<file path="src/rtl/mdio_master.sv">
// MDIO (Clause 22/45) master: serialises one PHY register access per request onto MDC/MDIO.
// Latency: o_valid (PREAMBLE_LEN+33)*2*CLK_DIV cycles after accept; illegal ops complete next cycle.
// Backpressure: o_stall high while a frame runs; strobes seen during stall are dropped, never queued.
module mdio_master #(
    parameter int CLK_DIV      = 50,
    parameter int PREAMBLE_LEN = 32
) (
    input  logic        i_clk,
    input  logic        i_reset,
    input  logic        i_stb,
    input  logic        i_c45,
    input  logic [1:0]  i_op,
    input  logic [4:0]  i_phy_addr,
    input  logic [4:0]  i_reg_addr,
    input  logic [15:0] i_data,
    output logic        o_stall,
    output logic        o_valid,
    output logic        o_err,
    output logic [15:0] o_data,
    output logic        enet_mdc,
    output logic        enet_mdio_en,
    output logic        enet_o_mdio,
    input  logic        enet_i_mdio
);

    typedef enum logic [2:0] {
        ST_IDLE,
        ST_PRE,
        ST_HDR,
        ST_TA,
        ST_DATA,
        ST_END
    } state_t;

    localparam int               DIV_W    = $clog2(CLK_DIV);
    localparam logic [DIV_W-1:0] DIV_LOAD = DIV_W'(CLK_DIV - 1);
    localparam logic [DIV_W-1:0] DIV_ONE  = DIV_W'(1);
    localparam logic [4:0]       PRE_LOAD = (PREAMBLE_LEN > 0) ? 5'(PREAMBLE_LEN - 1) : 5'd0;

    state_t            state_q, state_d;
    logic [DIV_W-1:0]  div_q, div_d;
    logic [4:0]        cnt_q, cnt_d;
    logic              mdc_q, mdc_d;
    logic              en_q, en_d;
    logic              out_q, out_d;
    logic [31:0]       tx_q, tx_d;
    logic [15:0]       rx_q, rx_d;
    logic              rd_q, rd_d;
    logic              ta_err_q, ta_err_d;
    logic              stall_q, stall_d;
    logic              valid_q, valid_d;
    logic              err_q, err_d;
    logic [15:0]       data_q, data_d;
    logic              sync1_q, sync1_d;
    logic              sync2_q, sync2_d;

    logic              tick;
    logic              req_illegal;
    logic [31:0]       req_frame;

    assign tick        = (div_q == '0);
    assign req_illegal = !i_c45 && ((i_op == 2'b00) || (i_op == 2'b11));
    // Everything after the preamble: ST, OP, PHYAD, REG/DEVAD, TA(10), DATA.
    assign req_frame   = {(i_c45 ? 2'b00 : 2'b01), i_op, i_phy_addr, i_reg_addr, 2'b10, i_data};

    always_comb begin
        state_d  = state_q;
        div_d    = div_q;
        cnt_d    = cnt_q;
        mdc_d    = mdc_q;
        en_d     = en_q;
        out_d    = out_q;
        tx_d     = tx_q;
        rx_d     = rx_q;
        rd_d     = rd_q;
        ta_err_d = ta_err_q;
        stall_d  = stall_q;
        valid_d  = 1'b0;
        err_d    = err_q;
        data_d   = data_q;
        sync1_d  = enet_i_mdio;
        sync2_d  = sync1_q;

        if (state_q == ST_IDLE) begin
            if (i_stb && !stall_q) begin
                if (req_illegal) begin
                    valid_d = 1'b1;
                    err_d   = 1'b1;
                end else begin
                    stall_d  = 1'b1;
                    rd_d     = i_op[1];
                    ta_err_d = 1'b0;
                    div_d    = DIV_LOAD;
                    mdc_d    = 1'b0;
                    en_d     = 1'b1;
                    if (PREAMBLE_LEN > 0) begin
                        state_d = ST_PRE;
                        cnt_d   = PRE_LOAD;
                        out_d   = 1'b1;
                        tx_d    = req_frame;
                    end else begin
                        state_d = ST_HDR;
                        cnt_d   = 5'd13;
                        out_d   = req_frame[31];
                        tx_d    = {req_frame[30:0], 1'b0};
                    end
                end
            end
        end else if (state_q == ST_END && mdc_q && div_q == DIV_ONE) begin
            // Finish one cycle early so o_valid lands where the next frame's accept can start.
            state_d = ST_IDLE;
            div_d   = DIV_LOAD;
            mdc_d   = 1'b0;
            stall_d = 1'b0;
            valid_d = 1'b1;
            err_d   = rd_q & ta_err_q;
            if (rd_q) begin
                data_d = rx_q;
            end
        end else begin
            div_d = tick ? DIV_LOAD : div_q - DIV_ONE;
            if (tick && !mdc_q) begin
                mdc_d = 1'b1;
                if (state_q == ST_TA && cnt_q == 5'd0 && rd_q) begin
                    ta_err_d = sync2_q;
                end
                if (state_q == ST_DATA) begin
                    rx_d = {rx_q[14:0], sync2_q};
                end
            end else if (tick && mdc_q) begin
                mdc_d = 1'b0;
                cnt_d = cnt_q - 5'd1;
                out_d = tx_q[31];
                tx_d  = {tx_q[30:0], 1'b0};
                case (state_q)
                    ST_PRE: begin
                        if (cnt_q == 5'd0) begin
                            state_d = ST_HDR;
                            cnt_d   = 5'd13;
                        end else begin
                            out_d = 1'b1;
                            tx_d  = tx_q;
                        end
                    end
                    ST_HDR: begin
                        if (cnt_q == 5'd0) begin
                            state_d = ST_TA;
                            cnt_d   = 5'd1;
                            en_d    = !rd_q;
                        end
                    end
                    ST_TA: begin
                        if (cnt_q == 5'd0) begin
                            state_d = ST_DATA;
                            cnt_d   = 5'd15;
                        end
                    end
                    ST_DATA: begin
                        if (cnt_q == 5'd0) begin
                            state_d = ST_END;
                            cnt_d   = 5'd0;
                            en_d    = 1'b0;
                            out_d   = 1'b1;
                            tx_d    = tx_q;
                        end
                    end
                    default: begin
                        cnt_d = cnt_q;
                        out_d = out_q;
                        tx_d  = tx_q;
                    end
                endcase
            end
        end
    end

    always_ff @(posedge i_clk or posedge i_reset) begin
        if (i_reset) begin
            state_q  <= ST_IDLE;
            div_q    <= DIV_LOAD;
            cnt_q    <= 5'd0;
            mdc_q    <= 1'b0;
            en_q     <= 1'b0;
            out_q    <= 1'b1;
            tx_q     <= 32'd0;
            rx_q     <= 16'd0;
            rd_q     <= 1'b0;
            ta_err_q <= 1'b0;
            stall_q  <= 1'b0;
            valid_q  <= 1'b0;
            err_q    <= 1'b0;
            data_q   <= 16'd0;
            sync1_q  <= 1'b1;
            sync2_q  <= 1'b1;
        end else begin
            state_q  <= state_d;
            div_q    <= div_d;
            cnt_q    <= cnt_d;
            mdc_q    <= mdc_d;
            en_q     <= en_d;
            out_q    <= out_d;
            tx_q     <= tx_d;
            rx_q     <= rx_d;
            rd_q     <= rd_d;
            ta_err_q <= ta_err_d;
            stall_q  <= stall_d;
            valid_q  <= valid_d;
            err_q    <= err_d;
            data_q   <= data_d;
            sync1_q  <= sync1_d;
            sync2_q  <= sync2_d;
        end
    end

    assign o_stall      = stall_q;
    assign o_valid      = valid_q;
    assign o_err        = err_q;
    assign o_data       = data_q;
    assign enet_mdc     = mdc_q;
    assign enet_mdio_en = en_q;
    assign enet_o_mdio  = out_q;

endmodule

</file>
<file path="config.mk">
export PLATFORM = sky130hd
export DESIGN_NAME = mdio_master
export DESIGN_NICKNAME = d
export VERILOG_FILES = /design/src/rtl/mdio_master.sv
export SDC_FILE = /design/constraint.sdc
export NUM_CORES = 1
export LEC_CHECK = 0
export CORE_UTILIZATION = 35
export DETAILED_ROUTE_END_ITERATION = 10
export SETUP_SLACK_MARGIN = 0.1
export SYNTH_ARGS = -nofsm -noshare
export SYNTH_HDL_FRONTEND = slang
export SYNTH_SLANG_ARGS = --single-unit
</file>
<file path="constraint.sdc">
create_clock -name i_clk -period 4.6 [get_ports i_clk]
set_input_delay 0.46 -clock i_clk [delete_from_list [all_inputs] [get_ports i_clk]]
set_output_delay 0.46 -clock i_clk [all_outputs]
set_load 0.02 [all_outputs]
</file>
# After elaboration in Yosys (flattened, before gate mapping)

Cells that the tools add are included.

Register bits: 88
Input bits: 33
Logic and storage cells: 157

Add/subtract/negate cells: 2
Eq/ne operators: 21
Mux-type cells: 73
Bitwise gates (word level): 4
Reduce and logical (&&, ||, !) cells: 41

Operator list:

| kind                                                | count |
|---|---|
| 2-to-1 mux 32 bit                                   | 8 |
| one-hot mux 32 bit (3 select lines)                 | 1 |
| 2-to-1 mux 5 bit                                    | 10 |
| 2-to-1 mux 1 bit                                    | 35 |
| 2-to-1 mux 3 bit                                    | 10 |
| 2-to-1 mux 6 bit                                    | 5 |
| one-hot mux 5 bit (4 select lines)                  | 1 |
| AND reduction 8 bit                                 | 2 |
| != test 3 bit, second input constant                | 5 |
| AND reduction 3 bit                                 | 5 |
| != test 4 bit, second input constant                | 3 |
| one-hot mux 3 bit (4 select lines)                  | 1 |
| AND reduction 6 bit                                 | 2 |
| AND reduction 9 bit                                 | 1 |
| logical AND 1 bit                                   | 8 |
| != test 2 bit, second input constant                | 4 |
| nonzero test 2 bit                                  | 4 |
| nonzero test 4 bit                                  | 2 |
| equality test 3 x 2 -> 1 bit, second input constant | 2 |
| equality test 3 bit, second input constant          | 2 |
| equality test 6 x 1 -> 1 bit, second input constant | 1 |
| logical NOT 6 bit                                   | 1 |
| nonzero test 3 bit                                  | 2 |
| nonzero test 6 bit                                  | 1 |
| 20 further kinds                                    | 25 |

# Logic depth before layout (Yosys ltp)

Depth in word-level cells: 7
Mapped depth: 9
Mapped depth without buffers: 7

# Worst setup path after synthesis

No wires, ideal clock.

Path type: register to register
From: register div_q[1]
To: register tx_q[19]
Setup time: 0.125 ns
Arrival time: 2.221 ns
Data required time: 4.475 ns
Path slack: 2.254 ns
Stages on the path, launching flop included: 10
Path buffers: 2
Clock period less this slack: 2.346 ns
Path through: dfrtp_1 -> inv_1 -> ha_1 -> and4b_1 -> and3_1 -> buf_2 -> o31a_1 -> a211oi_4 -> buf_6 -> mux2_2

Longest elaborated chain between the ends: 4
Elaborated cells between the ends (all ways): 9
Classes of those cells: 3 x eq/ne; 6 x reduce/logical

Ends and longest elaborated chain:

| element                                                                     | RTL line      | source |
|---|---|---|
| from (decl)                                                                 | 41            | `logic [DIV_W-1:0] div_q, div_d;` |
| from (signal assigned)                                                      | 197           | `div_q <= div_d;` |
| equality test 6 x 1 -> 1 bit / logical NOT 6 bit (equally long branches)    | 109, 61       |  |
| logical AND 1 bit (on tied branches)                                        | 109, 122, 130 |  |
| != test 2 bit (no source line) / nonzero test 2 bit (equally long branches) | -             |  |
| AND reduction 8 bit (no source line) *                                      | -             |  |
| to (signal assigned)                                                        | 202           | `tx_q <= tx_d;` |
| to (decl)                                                                   | 46            | `logic [31:0] tx_q, tx_d;` |

Mark *: on every way between the ends. The rest lies on a longest branch, timed or not.
A chain may end at the register's enable or synchronous reset.

# Worst setup path after layout

From: register state_q[0]
To: register tx_q[3]

Longest elaborated chain between the ends: 7
Elaborated cells between the ends (all ways): 23
Classes of those cells: 11 x eq/ne; 5 x mux; 7 x reduce/logical

Ends and longest elaborated chain:

| element                             | RTL line | source |
|---|---|---|
| from (decl)                         | 40       | `state_t state_q, state_d;` |
| from (signal assigned)              | 196      | `state_q <= state_d;` |
| equality test 3 x 2 -> 1 bit        | 135      | `case (state_q)` |
| OR reduction 2 bit (no source line) | -        |  |
| one-hot mux 32 bit (3 select lines) | 135      |  |
| 2-to-1 mux 32 bit                   | 130      | `end else if (tick && mdc_q) begin` |
| 2-to-1 mux 32 bit                   | 122      | `if (tick && !mdc_q) begin` |
| 2-to-1 mux 32 bit                   | 109      | `end else if (state_q == ST_END && mdc_q && div_q == DIV_ONE) begin` |
| 2-to-1 mux 32 bit                   | 84       | `if (state_q == ST_IDLE) begin` |

Parallel ways exist; a longest one is shown, timed or not. The select of a mux whose other input is x is not followed.

==> run metrics <==
Initial Utilization=36.1%; peak supply drop=0.202 mV; average cell area after synthesis=10.9 µm²; post-CTS resize count=0; RSZ-0062 raised after global routing=false; 1st-iter DRT viols=123; Hold-fix buffers, CTS=0; crit path launch=state_q[0]; dpl cell area=0.00480 mm²; vias=2813; Buffers on Ports=54; global-route wire length before repair=13.6 mm; die height=111 µm; critical path required time=4.82 ns; die area=0.0123 mm²; kind of critical path=reg2reg; Worst R2R Setup Slack=1.77 ns; Hold Vio Cnt, Final=0; register area share after synthesis=53.4%; Root Driver=clkbuf_16; area share of the largest cell type after synthesis=49.6%; CP Max Fanout=32; Reg-to-Reg Start=state_q[0]; Tmin final=2.83 ns; Tot Pwr=0.00153 W; top_reg_cell synth=dfrtp_1; Pleak=2.21 nW; Rows=39; Post-CTS Setup Bufs=0; Critical Path AT=3.05 ns; Final Cell Area=0.00508 mm²; Nets=469; min-delay worst type=reg2reg; Total Routing Usage GR=13.8%; ranking of synthesized cells by area=dfrtp_1, mux2_2, nand2_1; Clock Sinks=88; Post-synth EDFFs=0; CTS tree=built; Diodes inserted=0; Layout area overhead=22.9%; Worst R2R End=tx_q[3]; CP endpoint=tx_q[3]; syn_nets=418; antenna violations before repair=0; Pwr Density=301 mW/mm²; final WL=7.90 mm; max-slew violations=0; pre-CTS setup slack=1.86 ns; CTS Buf Count=9; Min Hold Slack=0.358 ns; DR vias/cell=4.85; synthesized area=0.00414 mm²; drt pass-1 iters=4; Ports=55; status=finished, final reports clean; global route overflow=0; Final setup viols=0; pin count of the biggest net entering global routing=59; Critical Path Start Type=flop; fillcell total=1093; most common cell after layout, fill and taps aside=nand2_1; die width=111 µm; DP HPWL=5.27 mm; DRC viols=0; Core ar.=0.0115 mm²; clk_lat worst skew=0.33 ns; clk_skew=0.00621 ns; final worst setup slack=1.77 ns; Tightest Pin Transition=0.972 ns; most frequent cells in the layout=nand2_1, dfrtp_1, mux2_2, clkdlybuf4s50_1, nor2_1; Ys Warns=0; slew margin rel.=35.1%; Yosys top cell by area=dfrtp_1; ratio of final minimum period to clock period=61.6%; vias in the first global route=2823; Worst R2R Path Depth=6; WL/cell=13.6 µm; FFs w/ async S/R, synth=100%; Clock Path Buffers=2; Fmax=353 MHz; maximum capacitance violations=0; share of cells above drive strength 1=21.7%; routability cong.=0.787; Synth Instances=381; TNS Setup=0 ns; Clock transition at path regs=0.06 ns; Seq cells post-synth=88; H-Tree Depth=3; ANT nets after route=0; Setup crit end kind=flop; library cells used by synthesis=46
==> state kept, by name, indices dropped and copies added (netlist names) <==
register	cells
cnt_q	5
div_q	6
enet_mdc	1
enet_mdio_en	1
enet_o_mdio	1
o_data	16
o_err	1
o_stall	1
o_valid	1
rd_q	1
rx_q	16
state_q	3
sync1_q	1
sync2_q	1
ta_err_q	1
tx_q	32
==> stage by stage <==
stage / cells / util (%)
floorplan: 381 / -
global placement: 564 / 41.8
detailed placement: 564 / 41.8
CTS: 580 / 44.3
global route: 580 / 44.3
finish: 580 / 44.3
==> kinds of logic (layout without fill, tap and decap cells) <==
| kind of cell | Yosys count | in the layout | share of synthesized area [%] |
|---|---|---|---|
| simple gates | 142 | 142 | 14.7 |
| flops | 88 | 88 | 53.4 |
| mux | 71 | 71 | 19.3 |
| compound gates | 37 | 37 | 5.99 |
| buf+inv | 30 | 86 | 3.39 |
| xor+xnor | 8 | 8 | 1.69 |
| fa+ha+maj | 5 | 5 | 1.48 |
==> critical path, stage by stage, from the launching register on <==
cell and delay (ns):
dfrtp_1 0.52, nor3_2 0.71, o211ai_1 0.24, o31a_1 0.24
a211oi_4 0.17, buf_4 0.42, mux2_2 0.39
==> report_power, final <==
group / internal (W) / switching [W] / leakage [nW]
sequential: 0.000776 / 0.000000331 / 1.02
clock: 0.000422 / 0.000283 / 0.130
combinational: 0.0000254 / 0.0000223 / 1.06
==> cells in the mapped netlist (2+ instances only) <==
master,number
clkbuf_1,7
a211oi_1,3
mux2_4,2
a21oi_1,6
dfrtp_1,82
xnor2_1,6
mux2i_1,6
dfstp_2,6
ha_1,4
inv_1,12
xor2_1,2
nand2_1,103
and3_1,2
nor3_1,5
a31oi_1,2
nor4b_1,2
a21o_1,2
o21ai_0,12
or3_1,3
buf_2,4
buf_1,4
nand3_1,4
buf_6,3
nor2_1,15
mux2_2,63
==> worst min-delay path by stage <==
stage | endpoint | startpoint | cells after the start
after CTS | sync2_q | sync1_q | 0
after detailed placement | sync2_q | sync1_q | 0
after global placement | sync2_q | sync1_q | 0
after floorplan | sync2_q | sync1_q | 0
final | sync2_q | sync1_q | 0
after global routing | sync2_q | sync1_q | 0
==> cell type report <==
class | instances | area (µm²) | area share [%]
multi-input combinational | 263 | 1790 | 35.3
inverter | 12 | 46.3 | 0.911
clock inverter | 3 | 45.0 | 0.886
timing repair buffer | 58 | 571 | 11.2
sequential | 88 | 2210 | 43.5
clock buffer | 13 | 240 | 4.73
tap | 143 | 179 | 3.52
==> per-layer routing <==
| layer | global-route usage [%] | vias to the layer above | part of all wire, % |
|---|---|---|---|
| met5 | 0 | - | 0 |
| met2 | 21.2 | 56 | 45 |
| met1 | 18.6 | 1357 | 49 |
| met4 | 7.64 | 0 | 2.5 |
| met3 | 2.41 | 12 | 3.3 |
| li1 | - | 1388 | - |
Power figures use the tool's default switching activity.
